[src/rtl/vectorgates_unpack_if.sv]
// ============================================================================
// vectorgates_unpack_if : valid/ready link into and out of the unpacker
// Rev 1.0 : initial release (optional VECTORGATES_PARITY_EN adds parity pins)
// ============================================================================
`default_nettype none

interface vectorgates_unpack_if;
  logic       in_valid;
  logic       in_ready;
  logic [5:0] in_not;
  logic [2:0] in_or_bitwise;
  logic       in_or_logical;
  logic       out_valid;
  logic       out_ready;
  logic [2:0] a;
  logic [2:0] b;
  logic       mismatch;
`ifdef VECTORGATES_PARITY_EN
  logic       in_parity;
  logic       parity_err;
`endif

  modport master (
    output in_valid, in_not, in_or_bitwise, in_or_logical, out_ready,
`ifdef VECTORGATES_PARITY_EN
    output in_parity,
    input  parity_err,
`endif
    input  in_ready, out_valid, a, b, mismatch
  );

  modport slave (
    input  in_valid, in_not, in_or_bitwise, in_or_logical, out_ready,
`ifdef VECTORGATES_PARITY_EN
    input  in_parity,
    output parity_err,
`endif
    output in_ready, out_valid, a, b, mismatch
  );
endinterface

`default_nettype wire

[src/rtl/vectorgates_unpack.sv]
// ============================================================================
// vectorgates_unpack : recovers a/b from {~b,~a}, re-checks OR claims, counts
// Rev 1.0 : initial release; optional parity check under VECTORGATES_PARITY_EN
// ============================================================================
`default_nettype none

module vectorgates_unpack #(
  parameter int CNT_W       = 8,
  parameter bit STOP_ON_ERR = 1'b1
) (
  input  logic             clk,
  input  logic             reset,
  vectorgates_unpack_if.slave bus,
  input  logic             err_clr,
  output logic             halted,
  output logic [CNT_W-1:0] word_count,
  output logic [CNT_W-1:0] err_count
);

  typedef enum logic [1:0] {
    IDLE   = 2'd0,
    ACTIVE = 2'd1,
    HALT   = 2'd2
  } state_t;

  localparam logic [CNT_W-1:0] CNT_MAX = {CNT_W{1'b1}};
  localparam logic [CNT_W-1:0] CNT_ONE = {{(CNT_W-1){1'b0}}, 1'b1};

  state_t     state;
  logic       out_valid_q;
  logic [2:0] a_q;
  logic [2:0] b_q;
  logic       mismatch_q;

  logic [2:0] ra;
  logic [2:0] rb;
  logic [2:0] ror;
  logic       bad;
  logic       ready;
  logic       accept;

  assign ra  = ~bus.in_not[2:0];
  assign rb  = ~bus.in_not[5:3];
  assign ror = ra | rb;

`ifdef VECTORGATES_PARITY_EN
  logic par_bad;
  logic parity_err_q;
  assign par_bad = (^bus.in_not) != bus.in_parity;
  assign bad     = (bus.in_or_bitwise != ror) | (bus.in_or_logical != (|ror)) | par_bad;
  assign bus.parity_err = parity_err_q;
`else
  assign bad     = (bus.in_or_bitwise != ror) | (bus.in_or_logical != (|ror));
`endif

  // Gating with reset keeps an upstream handshake from completing on a reset cycle.
  assign ready  = ~reset & (state != HALT) & (~out_valid_q | bus.out_ready);
  assign accept = bus.in_valid & ready;

  assign bus.in_ready  = ready;
  assign bus.out_valid = out_valid_q;
  assign bus.a         = a_q;
  assign bus.b         = b_q;
  assign bus.mismatch  = mismatch_q;

  always_ff @(posedge clk) begin
    if (reset) begin
      state       <= IDLE;
      halted      <= 1'b0;
      out_valid_q <= 1'b0;
      a_q         <= 3'b000;
      b_q         <= 3'b000;
      mismatch_q  <= 1'b0;
      word_count  <= '0;
      err_count   <= '0;
`ifdef VECTORGATES_PARITY_EN
      parity_err_q <= 1'b0;
`endif
    end else begin
      if (accept) begin
        out_valid_q <= 1'b1;
        a_q         <= ra;
        b_q         <= rb;
        mismatch_q  <= bad;
`ifdef VECTORGATES_PARITY_EN
        parity_err_q <= par_bad;
`endif
        if (word_count != CNT_MAX) word_count <= word_count + CNT_ONE;
        if (bad && (err_count != CNT_MAX)) err_count <= err_count + CNT_ONE;
      end else if (bus.out_ready) begin
        out_valid_q <= 1'b0;
      end

      case (state)
        IDLE: begin
          if (accept) state <= ACTIVE;
        end
        ACTIVE: begin
          // A halting word takes priority over a simultaneous err_clr.
          if (accept && bad && STOP_ON_ERR) begin
            state  <= HALT;
            halted <= 1'b1;
          end
        end
        HALT: begin
          if (err_clr) begin
            state  <= ACTIVE;
            halted <= 1'b0;
          end
        end
        default: begin
          state  <= IDLE;
          halted <= 1'b0;
        end
      endcase
    end
  end

endmodule

`default_nettype wire

[src/flat_wrapper.sv]
// flat-port wrapper written by rule: the top's interface ports become plain ports
module vectorgates_unpack_flat 
#(
  parameter int CNT_W       = 8,
  parameter bit STOP_ON_ERR = 1'b1
)
  (clk, reset, err_clr, halted, word_count, err_count, bus_in_valid, bus_in_not, bus_in_or_bitwise, bus_in_or_logical, bus_out_ready, bus_in_ready, bus_out_valid, bus_a, bus_b, bus_mismatch);
  vectorgates_unpack_if bus_i ();
  input  logic clk;
  input  logic reset;
  input  logic err_clr;
  output logic halted;
  output logic [CNT_W-1:0] word_count;
  output logic [CNT_W-1:0] err_count;
  input wire logic [$bits(bus_i.in_valid)-1:0] bus_in_valid;
  input wire logic [$bits(bus_i.in_not)-1:0] bus_in_not;
  input wire logic [$bits(bus_i.in_or_bitwise)-1:0] bus_in_or_bitwise;
  input wire logic [$bits(bus_i.in_or_logical)-1:0] bus_in_or_logical;
  input wire logic [$bits(bus_i.out_ready)-1:0] bus_out_ready;
  output wire logic [$bits(bus_i.in_ready)-1:0] bus_in_ready;
  output wire logic [$bits(bus_i.out_valid)-1:0] bus_out_valid;
  output wire logic [$bits(bus_i.a)-1:0] bus_a;
  output wire logic [$bits(bus_i.b)-1:0] bus_b;
  output wire logic [$bits(bus_i.mismatch)-1:0] bus_mismatch;
  assign bus_i.in_valid = bus_in_valid;
  assign bus_i.in_not = bus_in_not;
  assign bus_i.in_or_bitwise = bus_in_or_bitwise;
  assign bus_i.in_or_logical = bus_in_or_logical;
  assign bus_i.out_ready = bus_out_ready;
  assign bus_in_ready = bus_i.in_ready;
  assign bus_out_valid = bus_i.out_valid;
  assign bus_a = bus_i.a;
  assign bus_b = bus_i.b;
  assign bus_mismatch = bus_i.mismatch;
  vectorgates_unpack #(.CNT_W(CNT_W), .STOP_ON_ERR(STOP_ON_ERR)) u_core (.clk(clk), .reset(reset), .bus(bus_i), .err_clr(err_clr), .halted(halted), .word_count(word_count), .err_count(err_count));
endmodule
[config.mk]
export PLATFORM = sky130hd
export DESIGN_NAME = vectorgates_unpack_flat
export DESIGN_NICKNAME = d
export VERILOG_FILES = /design/src/rtl/vectorgates_unpack_if.sv /design/src/rtl/vectorgates_unpack.sv /design/src/flat_wrapper.sv
export SDC_FILE = /design/constraint.sdc
export NUM_CORES = 1
export LEC_CHECK = 0
export ABC_AREA = 1
export CAP_MARGIN = 5
export CORE_MARGIN = 4
export CORE_UTILIZATION = 46
export CTS_CLUSTER_DIAMETER = 50
export DETAILED_ROUTE_END_ITERATION = 16
export PLACE_DENSITY = 0.85
export SYNTH_ARGS = -nofsm -noshare
export SYNTH_HDL_FRONTEND = slang
export SYNTH_SLANG_ARGS = --single-unit
[constraint.sdc]
create_clock -name clk -period 1.5 [get_ports clk]
set_input_delay 0.15 -clock clk [delete_from_list [all_inputs] [get_ports clk]]
set_output_delay 0.15 -clock clk [all_outputs]
set_load 0.03 [all_outputs]
==> metrics.txt <==
Max FO, Critical Path=4; Cells after Synth=175; Synth cell types=35; Final #Nets=256; PD cells=684.4 mW/mm^2; Hold Vio Cnt, Final=0; hpwl dp=2.422 mm; Worst EP arrival=1.28 ns; Total GRT Usage=0.1675; syn avg cell area=7.807 um^2; critical path class=reg2out; Routed Antenna Nets=0; total number of vias=1,361; Layout area overhead=44.32%; CTS tree=done; Slew headroom=0.7682; maximum clock rate=698.0 MHz; largest net degree at the start of global routing=17; Die Height=62.50 um; Syn Nets=192; Row Count=19; clk sink count=27; GR Overflow Total=0; Setup WS pre-CTS=-0.1343 ns; Die W=62.50 um; Max Cap Violations=0; fraction of layout cells with a size suffix above 1=0.2353; CTS root buf=clkbuf_4; first-iteration detailed-routing DRC count=57; dpl cells=257; die area=0.003906 mm^2; Util after Layout=0.7029; hold crit path type=in2reg; Longest Clk Path Bufs=2; H-tree Lvls=1; commonest cells after routing, fill and taps aside=33 x nand2_1, 25 x dlygate4sd2_1, 23 x buf_4; register area share after synthesis=0.3956; clock skew=0.006668 ns; routability-driven placement congestion ratio=0.8739; most common cell after layout, fill and taps aside=nand2_1; required time worst endpoint=1.35 ns; layout filler cell count=234; Slew Limit Fails=0; CP Capture Type=output pin; Setup WS post-layout=0.06739 ns; Synth Register Bits=27; initial antenna violation count=0; io pins=41; status=completed; DR vias/cell=5.059; DRC violations left=0; Initial Utilization=0.4871; global-route wire length before repair=5.471 mm; Tmin final=1.433 ns; synth warn=0; core area=0.002805 mm^2; worst slew pin tran=0.3473 ns; clock-pin slew on the worst setup and hold paths=0.14 ns; CP Launch Type=flip-flop; Pleak=0.9598 nW; Pre-Repair DR Iteration Count=4; Port Buf Inserts=40; CTS hold repair buffers=0; Post-Syn Area=0.001366 mm^2; Num CTS Buffers=3; number of global-route vias before repair=1,317; Final setup viols=0; wire length per cell=11.98 um; Max VDD drop=0.0005127 V; Clk Latency, worst-skew pair=0.32 ns; # diodes=0; Layout Cells excl Fill=269; period utilization=0.9551; RSZ-0062 raised after global routing=yes; detailed-route wire length=3.222 mm
==> flip-flops by register name, summed over array words and instances (netlist names) <==
signal / count
u_core.err_count: 8
u_core.bus.mismatch: 1
u_core.state: 2
u_core.halted: 1
u_core.word_count: 8
u_core.bus.a: 3
u_core.bus.b: 3
u_core.bus.out_valid: 1
==> power breakdown <==
group / switching, mW / internal [mW] / leakage [nW] / total, mW
registers: 0.0156 / 0.745 / 0.222 / 0.760
clock network: 0.204 / 0.104 / 0.0150 / 0.308
logic: 0.157 / 0.124 / 0.723 / 0.281
==> logic make-up (layout without fill, tap and decap cells) <==
logic type               after synthesis  after routing  share of synthesized area
AO/OA/AOI/OAI                         38             38                     0.1493
buffers and inverters                 22             85                    0.07142
AND/OR/NAND/NOR                       78             78                     0.3141
XOR/XNOR                               8              8                    0.05128
adder cells (fa/ha/maj)                2              2                    0.01831
flip-flops                            27             27                     0.3956
==> final timing paths <==
| path | to | slack [ns] | start | cells past startpoint |
|---|---|---|---|---|
| worst max-delay path | bus_in_ready | 0.07 | u_core.state[0]$_SDFFE_PP0P_ | 6 |
| worst min-delay path | u_core.bus.a[1]$_SDFFE_PP0P_ | 0.39 | bus_in_not[1] | 2 |
| worst max register to register | u_core.word_count[5]$_SDFFE_PP0P_ | 0.08 | u_core.state[0]$_SDFFE_PP0P_ | 9 |
| worst min register to register | u_core.halted$_SDFFE_PP0P_ | 0.47 | u_core.halted$_SDFFE_PP0P_ | 2 |
==> per-stage QoR <==
stage                     total power, mW  hold WS, ns  TNS [ns]  area, um^2
after floorplan                    0.9288       0.2394  -0.01595        1371
after global placement              1.049       0.4574    -1.170        1894
after detailed placement            1.053       0.4608    -1.417        1894
after CTS                           1.352       0.3874         0        1913
after global routing                1.415       0.3747  -0.04779        1972
final                               1.350       0.3945         0        1972
==> worst max-delay path, cell delays in order, from the launching register on <==
cell	delay, ns
dfxtp_2	0.36
inv_2	0.05
a21oi_2	0.14
nand2_2	0.11
buf_4	0.15
inv_2	0.04
buf_6	0.12
==> timing repair <==
item / 4_1_cts / 5_1_grt
endpoints found under the setup margin: 27 / 7
setup buffers: 3 / 5
gates resized for setup: 26 / 8
pin swaps: 1 / 4
endpoints found under the hold margin: 0 / 0
==> cell type report <==
| class | count | area, um^2 | area share |
|---|---|---|---|
| tap | 31 | 38.79 | 0.01967 |
| inverter | 18 | 72.57 | 0.03680 |
| timing repair buffer | 63 | 543.0 | 0.2754 |
| clock buffer | 4 | 26.28 | 0.01332 |
| multi-input combinational | 126 | 744.5 | 0.3775 |
| sequential | 27 | 546.8 | 0.2773 |
==> routing by layer <==
metal,global-route usage,routed length [um],vias up
met5,0,0,-
met1,0.1980,1407,617
met4,0.04959,17,0
met2,0.3009,1655,37
met3,0.03597,140,6
li1,-,-,701
==> cells in the mapped netlist, drive strengths merged <==
library cell,instances,share of area
xnor2,4,0.026
o211ai,1,0.0055
nand3,17,0.070
buf,3,0.016
inv,17,0.049
o21a,1,0.0055
clkbuf,1,0.0027
and3,1,0.0046
nor3b,1,0.0092
and2,1,0.0046
xor2,4,0.026
nor3,1,0.0073
nor2,14,0.056
nand3b,2,0.020
o21ai,10,0.037
a21oi,24,0.091
nand2,38,0.12
clkinv,1,0.0037
o21bai,2,0.011
nand4,3,0.018
dfxtp,27,0.40
ha,2,0.018
No activity file was read; power rests on OpenSTA's default activity.
